### src/rtl/regfile_pkg.sv
// regfile_pkg
// Shared constants and types for the multi-ported register file.
//   DEFAULT_N / DEFAULT_WIDTH / DEFAULT_NREAD / DEFAULT_NWRITE : default sizing
//   reg_addr_t : register index at the default address width
//   reg_data_t : register contents at the default data width
//   ZERO_REG   : index of the hardwired-zero register
package regfile_pkg;

   localparam int DEFAULT_N      = 5;
   localparam int DEFAULT_WIDTH  = 32;
   localparam int DEFAULT_NREAD  = 2;
   localparam int DEFAULT_NWRITE = 2;

   localparam int ZERO_REG = 0;

   typedef logic [DEFAULT_N-1:0]     reg_addr_t;
   typedef logic [DEFAULT_WIDTH-1:0] reg_data_t;

endpackage

### src/rtl/regfile_scoreboard.sv
// regfile_scoreboard
// Holds one pending bit per register, used by decode for RAW hazard detection.
//   clk        : core clock, pending bits update on the rising edge
//   rst        : asynchronous active-low reset, clears every pending bit
//   issueValid : an instruction issues this cycle with destination issueRd
//   issueRd    : destination being marked pending
//   wrEnable   : per-write-port enable, an enabled write clears its target
//   wrAddr     : per-write-port destination, port p at [p*N +: N]
//   flush      : clears every pending bit on the next edge
//   pending    : current pending vector, bit 0 is always 0
module regfile_scoreboard
   import regfile_pkg::*;
#(
   parameter int N      = DEFAULT_N,
   parameter int NWRITE = DEFAULT_NWRITE
)
(
   input  logic                clk,
   input  logic                rst,
   input  logic                issueValid,
   input  logic [N-1:0]        issueRd,
   input  logic [NWRITE-1:0]   wrEnable,
   input  logic [NWRITE*N-1:0] wrAddr,
   input  logic                flush,
   output logic [2**N-1:0]     pending
);

   localparam int NREGS = 2**N;

   logic [NREGS-1:0] pending_q;
   logic [NREGS-1:0] pending_d;
   logic [NREGS-1:0] writeHit;

   // Decode which registers are targeted by any enabled write port this cycle.
   always_comb begin
      writeHit = '0;
      for (int p = 0; p < NWRITE; p++) begin
         if (wrEnable[p]) begin
            writeHit[wrAddr[p*N +: N]] = 1'b1;
         end
      end
   end

   // Per-register priority: flush beats issue, issue beats a same-cycle write
   // clear, otherwise hold. Register 0 can never become pending.
   always_comb begin
      pending_d = pending_q;
      for (int r = 1; r < NREGS; r++) begin
         if (flush) begin
            pending_d[r] = 1'b0;
         end else if (issueValid && (issueRd == N'(r))) begin
            pending_d[r] = 1'b1;
         end else if (writeHit[r]) begin
            pending_d[r] = 1'b0;
         end
      end
      pending_d[ZERO_REG] = 1'b0;
   end

   // Pending state register.
   always_ff @(posedge clk or negedge rst) begin
      if (!rst) begin
         pending_q <= '0;
      end else begin
         pending_q <= pending_d;
      end
   end

   assign pending = pending_q;

endmodule

### src/rtl/regfile_mp.sv
// regfile_mp
// Multi-ported integer register file with a per-register pending scoreboard.
// Register 0 reads as zero and is never pending.
//   clk         : core clock, all state updates on the rising edge
//   rst         : asynchronous active-low reset, clears data and pending bits
//   wenable     : per-write-port enable
//   reg_in      : per-write-port destination, port p at [p*N +: N]
//   din         : per-write-port data, port p at [p*WIDTH +: WIDTH]
//   ra          : per-read-port address, port q at [q*N +: N]
//   rdata       : per-read-port data (combinational)
//   rbusy       : pending bit of each read address (combinational)
//   issue_valid : mark issue_rd pending on this edge
//   issue_rd    : destination being marked pending
//   flush       : clear every pending bit on this edge
// Build option: define REGFILE_BYPASS_EN to forward same-cycle write data
// onto the read ports; otherwise reads reflect state as of the last edge.
module regfile_mp
   import regfile_pkg::*;
#(
   parameter int N      = DEFAULT_N,
   parameter int WIDTH  = DEFAULT_WIDTH,
   parameter int NREAD  = DEFAULT_NREAD,
   parameter int NWRITE = DEFAULT_NWRITE
)
(
   input  logic                    clk,
   input  logic                    rst,
   input  logic [NWRITE-1:0]       wenable,
   input  logic [NWRITE*N-1:0]     reg_in,
   input  logic [NWRITE*WIDTH-1:0] din,
   input  logic [NREAD*N-1:0]      ra,
   output logic [NREAD*WIDTH-1:0]  rdata,
   output logic [NREAD-1:0]        rbusy,
   input  logic                    issue_valid,
   input  logic [N-1:0]            issue_rd,
   input  logic                    flush
);

   localparam int NREGS = 2**N;
   localparam logic [N-1:0] ZERO_ADDR = N'(ZERO_REG);

   logic [WIDTH-1:0] regFile_q [NREGS];
   logic [WIDTH-1:0] regFile_d [NREGS];
   logic [NREGS-1:0] pending;

   // Apply the write ports in ascending order so the highest-numbered port
   // wins a same-address collision; r0 stays zero regardless.
   always_comb begin
      regFile_d = regFile_q;
      for (int p = 0; p < NWRITE; p++) begin
         if (wenable[p] && (reg_in[p*N +: N] != ZERO_ADDR)) begin
            regFile_d[reg_in[p*N +: N]] = din[p*WIDTH +: WIDTH];
         end
      end
      regFile_d[ZERO_REG] = '0;
   end

   // Data array; reset wipes every register so in-flight writes are lost.
   always_ff @(posedge clk or negedge rst) begin
      if (!rst) begin
         for (int r = 0; r < NREGS; r++) begin
            regFile_q[r] <= '0;
         end
      end else begin
         regFile_q <= regFile_d;
      end
   end

   regfile_scoreboard #(
      .N      (N),
      .NWRITE (NWRITE)
   ) u_scoreboard (
      .clk        (clk),
      .rst        (rst),
      .issueValid (issue_valid),
      .issueRd    (issue_rd),
      .wrEnable   (wenable),
      .wrAddr     (reg_in),
      .flush      (flush),
      .pending    (pending)
   );

   // Combinational read muxes. With forwarding enabled, a same-cycle write to
   // the read address supplies the data and hides the pending bit, except when
   // the same address is also being issued, where the stored pending bit shows.
   always_comb begin
      rdata = '0;
      rbusy = '0;
      for (int q = 0; q < NREAD; q++) begin
         if (ra[q*N +: N] != ZERO_ADDR) begin
            rdata[q*WIDTH +: WIDTH] = regFile_q[ra[q*N +: N]];
            rbusy[q] = pending[ra[q*N +: N]];
`ifdef REGFILE_BYPASS_EN
            for (int p = 0; p < NWRITE; p++) begin
               if (wenable[p] && (reg_in[p*N +: N] == ra[q*N +: N])) begin
                  rdata[q*WIDTH +: WIDTH] = din[p*WIDTH +: WIDTH];
                  rbusy[q] = (issue_valid && (issue_rd == ra[q*N +: N])) ?
                             pending[ra[q*N +: N]] : 1'b0;
               end
            end
`endif
         end
      end
   end

endmodule

### config.mk
export PLATFORM = sky130hd
export DESIGN_NAME = regfile_mp
export DESIGN_NICKNAME = d
export VERILOG_FILES = /design/src/rtl/regfile_pkg.sv /design/src/rtl/regfile_scoreboard.sv /design/src/rtl/regfile_mp.sv
export SDC_FILE = /design/constraint.sdc
export NUM_CORES = 2
export LEC_CHECK = 0
export CORE_ASPECT_RATIO = 0.8
export CORE_MARGIN = 2
export CORE_UTILIZATION = 55
export CTS_BUF_LIST = sky130_fd_sc_hd__clkbuf_8
export CTS_CLUSTER_SIZE = 14
export DETAILED_ROUTE_END_ITERATION = 16
export DONT_BUFFER_PORTS = 1
export PLACE_DENSITY = 0.7
export SLEW_MARGIN = 15
export SYNTH_ARGS = -nofsm -noshare
export SYNTH_HDL_FRONTEND = slang
export SYNTH_SLANG_ARGS = --single-unit
### constraint.sdc
create_clock -name clk -period 1.75 [get_ports clk]
set_input_delay 0.175 -clock clk [delete_from_list [all_inputs] [get_ports clk]]
set_output_delay 0.175 -clock clk [all_outputs]
set_load 0.02 [all_outputs]
### Word level (Yosys, flattened, before mapping)

Cells that the tools add are included.

* word-level logic and storage cells: 303
* register bits after elaboration: 1023
* ROM bits: 0
* RAM bits: 0
* memories kept: 0
* bits in latches: 0

* eq/ne operators: 31
* div/mod/pow operators: 0
* shift operators: 0
* mux-type cells: 121
* multipliers: 0
* bitwise gates (word level): 5
* reductions and logical operators: 72
* $lt $le $gt $ge: 12
* add/sub/neg operators: 0

Operator list (number)
* $bwmux 1024: 2
* $mux 1024: 1
* $mux 992: 1
* $bmux 32 s5: 2
* $demux 32 s5: 2
* $mux 32: 10
* $mux 1: 99
* $reduce_bool 3->1: 31
* $eq 5x5->1 const B: 16
* $eq 5x4->1 const B: 8
* $logic_and 1x1->1: 37
* $or 32x32->32: 1
* $ge 6x6->1 const B: 4
* $lt 5x6->1 const B: 4
* $not 5->6: 4
* $eq 5x3->1 const B: 4
* $reduce_bool 5->1: 4
* $lt 6x1->1 const B: 2
* $bmux 1 s5: 2
* $demux 1 s5: 2
* $eq 5x2->1 const B: 2
* $ge 5x1->1 const B: 2
* $eq 5x1->1 const B: 1

### Logic depth before layout (Yosys ltp)

* word-level depth: 10
* gate-level depth with buffers: 9
* mapped depth without buffers: 4

### Cells and area by module

Synthesis repeated with hierarchy kept, for this count alone.

* cells, all modules: 6218
* area, all modules: 63971.4 sq um

Modules (own cells, without submodules)
* regfile_mp: area each 62266.0 sq um, cells each 6039, times used 1, sequential area each 24823.8 sq um
* regfile_scoreboard: area each 1705.4 sq um, cells each 179, times used 1, sequential area each 775.7 sq um

### Worst setup path before layout

No wires, ideal clock.

* path kind: input to output
* start: in ra[5]
* end: out rbusy[1]
* data arrival time: 1787 ps
* stages on the path: 8
* required time: 1575 ps
* path slack: -212 ps
* cell sequence: buf_4 buf_12 buf_8 buf_8 mux2i_1 o22ai_1 nor3_1 nor4bb_1

* longest elaborated chain between the ends: 3

RTL lines
* start, declared: RTL line regfile_mp.sv:31 `input logic [NREAD*N-1:0] ra,`
* $bmux 1 s5: RTL line regfile_mp.sv:92 `rbusy[q] = pending[ra[q*N +: N]];`
* $mux 1 (not written as such): RTL line regfile_mp.sv:92
* $mux 1 *: RTL line regfile_mp.sv:90 `if (ra[q*N +: N] != ZERO_ADDR) begin`
* end, declared: RTL line regfile_mp.sv:33 `output logic [NREAD-1:0] rbusy,`

Every way passes the cells marked *; elsewhere a longest branch is shown, timed or not. The select of a mux whose other input is x is not followed.

### Worst setup path after layout

* start: in ra[5]
* end: out rdata[35]

* longest elaborated chain between the ends: 5

RTL lines
* $not 5->6 (not written as such): RTL line regfile_mp.sv:91 `rdata[q*WIDTH +: WIDTH] = regFile_q[ra[q*N +: N]];`
* $bmux 32 s5: RTL line regfile_mp.sv:91
* $mux 32 (not written as such) (2 in series): RTL line regfile_mp.sv:91
* $mux 32 *: RTL line regfile_mp.sv:90
* end, declared: RTL line regfile_mp.sv:32 `output logic [NREAD*WIDTH-1:0] rdata,`

Marks and branches as above.

==> metrics.txt <==
run status=finished with violations; failing checks=hold timing, slew limit, setup timing; initial antenna violation count=6; Rel. slew slack=-22.93%; Synthesized Nets=~6,700; die height=311.6 microns; CP Capture Type=output pin; area share of the largest cell type after synthesis=39.35%; FILL cells=9,047; synth top area cells=dfrtp_1 (39%), mux2i_1 (22%), mux4_2 (4.6%), a21oi_1 (4.0%), mux2_2 (3.3%); antenna viol nets, final=0; startpoint types=input port; f_max=between 300 and 400 MHz; via count=58,340; clock root cell=clkbuf_8; pwr/cell area=1040 mW/mm^2; drc violations=0; H-Tree Depth=4; #FFs+latches synth=1,023; Synth area leader=dfrtp_1; Routed WL per cell=31.34 microns; Syn-to-layout area delta=16.88%; Port Buffers=0; nets=6,755; GR Util All Layers=41.71%; GR Overflow Total=0; setup slack at placement=-0.2813 ns; fin. max-slew vios=118; drt first pass iters=8; first-pass GRT wire length=378,100 microns; R2R cell count=4; Crit Reg-Reg Endpoint=u_scoreboard.pending[31]; Hold Vio Cnt, Final=about 160; number of synthesized flops with an enable pin=0; Initial Utilization=55.60%; Clk pin slew, worst setup/hold paths=about 0.070 ns; drt first-iter violations=8,903; shortest period the worst path allows=just under 3 ns; RSZ-0062 raised after global routing=true; die area=0.1211 sq mm; VDD IR max=between 0.0009 and 0.001 V; Core Rows=112; Die W=388.5 microns; TritonCTS clock tree=yes; mean post-synth cell area=9.876 sq um; ys async rst share=100.0%; max-cap violations=0; Skew-Pair Late Insertion Delay=about 0.90 ns; post-synthesis instance total=6,588; post-synthesis sequential area ratio=39.35%; Pleak=35.87 nW; Hold Worst Slack=-0.2566 ns; routed wire length=approximately 260,000 microns; Worst EP arrival=2.79 ns; worst r2r src=u_scoreboard.pending[31]; vias in the first global route=56,700; CTS Buf Count=166; setup tns final=-159.67 ns; clk_skew=0 ns; Multi-input gate area=0.03640 sq mm; Placer Congestion=0.9500; Hold WC Path Type=input port to asynchronous set/reset pin; post-route worst setup slack=-1.217 ns; I/O Pins=161; post-DR vias/cell=6.992; period utilisation layout=169.5%; crit path max fanout=366; main flop type after synthesis=dfrtp_1; Final Setup Violations=262; clock buffer depth=3; synth warn=0; Crit Path Category=input port to output pin; Final HPWL DP=152,400 microns; FF+latch area=between 0.02 and 0.03 sq mm; worst-margin pin slew=~1.8 ns; required time of the critical path=1.57 ns; core area=around 0.12 sq mm; largest net degree at the start of global routing=slightly above 1,000; layout cells sized above 1=roughly a fifth; post-synthesis cell area=0.06506 sq mm; worst reg-to-reg setup slack=0.28 ns; clock sink total=1,023; Unique masters post-synth=57
metal layers:
| layer | part of all wire (%) | global-route usage [%] |
|---|---|---|
| met1 | 37 | 54.84 |
| met2 | 41 | 58.29 |
| met3 | 15 | 15.05 |
| met4 | 6.9 | 26.10 |
| met5 | 0.0027 | 0.07905 |
cell usage in the layout, fill, tap and decap left out, types with 11 or more instances in the layout:
master / count
nor2_4: 17
dlygate4sd3_1: 131
buf_6: 26
dlymetal6s4s_1: 12
buf_12: 217
mux2_2: 191
clkinv_2: 20
a22oi_2: 63
inv_1: 46
dfrtp_1: 1023
o31a_1: 64
diode_2: 11
a32oi_1: 114
o21ai_0: 347
a221oi_1: 63
nand2_1: 490
nor3_2: 54
o21ai_1: 140
nor3_4: 13
mux2i_1: 1427
buf_4: 274
buf_16: 13
nor2_1: 543
nand2_2: 17
clkbuf_8: 221
mux4_2: 133
nand2_4: 26
a21oi_1: 515
o22ai_1: 328
nor3_1: 132
worst max-delay path: stages:
cell	delay [ns]
mux4_2	1.03
a22oi_2	0.21
buf_6	0.15
o31a_1	0.20
nor3_2	0.09
buf_4	0.16
how the worst max path moves through the flow:
stage                         startpoint   endpoint  slack, ns  cells after the start
after floorplan                    ra[0]   rbusy[0]      -0.05                      8
after global placement             ra[0]  rdata[23]      -0.27                      7
after detailed placement           ra[5]  rdata[41]      -0.28                      6
after CTS                 regFile_q[520]   rdata[8]      -1.01                      6
after global routing      regFile_q[588]  rdata[44]      -1.07                      5
final                              ra[5]  rdata[35]      -1.22                      6
timing repair:
item                       in CTS  in global routing
setup endpoints to repair      66                227
hold buffers                  198                 16
gates cloned                    0                  3
pin swaps                     122                  9
hold endpoints to repair     2046                488
setup buffers                   8                  7
resized for setup              93                 41
synth_stat cells (23+ instances only):
library cell and n:
o22ai_1 329, nor2_1 543, buf_6 61, nand2_1 510
o21ai_1 139, a22oi_1 67, mux2_2 192, buf_2 186
mux4_2 133, nand2_2 23, clkbuf_1 360, a21oi_1 515
nor3_1 194, a32oi_1 114, a221oi_1 64, dfrtp_1 1023
buf_1 41, mux2i_1 1428, buf_4 103, o31a_1 64
o21ai_0 348
report_power, final:
part	switching [mW]	total (mW)	leakage [nW]	internal, mW
registers	5.12	34.9	12.5	29.8
clock network	10.9	22.4	1.97	11.5
logic	10.6	21.8	21.4	11.2
total	26.6	79.1	35.9	52.4
state kept, by name, indices dropped and copies added, names as in the netlist:
register and count:
regFile_q 992, u_scoreboard.pending 31
final cells by class:
cell class	count	area share [%]
Antenna cell	11	0.03620
Clock buffer	221	4.000
Clock inverter	81	0.5824
Multi-Input combinational cell	4788	47.86
Sequential cell	1023	33.66
Tap cell	1539	2.532
Timing Repair Buffer	681	11.33
per-stage QoR:
step | power, mW | instance area (sq um) | util, % | cells
4_1_cts | 77.25 | 75370 | 64.42 | 8305
3_3_place_gp | 52.27 | 68870 | 58.86 | 7805
3_5_place_dp | 53.40 | 68870 | 58.86 | 7805
6_report | 79.07 | 76050 | 64.99 | 8344
2_1_floorplan | 48.49 | 65380 | - | 6588
5_1_grt | 82.21 | 76040 | 64.98 | 8340
cell families after synthesis:
kind of cell / count (synthesis) / synth area share [%]
flip-flops: 1023 / 39.35
AO/OA/AOI/OAI: 1652 / 15.05
multiplexers: 1754 / 29.91
AND/OR/NAND/NOR: 1382 / 9.298
buffers and inverters: 777 / 6.392
Power figures use the tool's default switching activity.
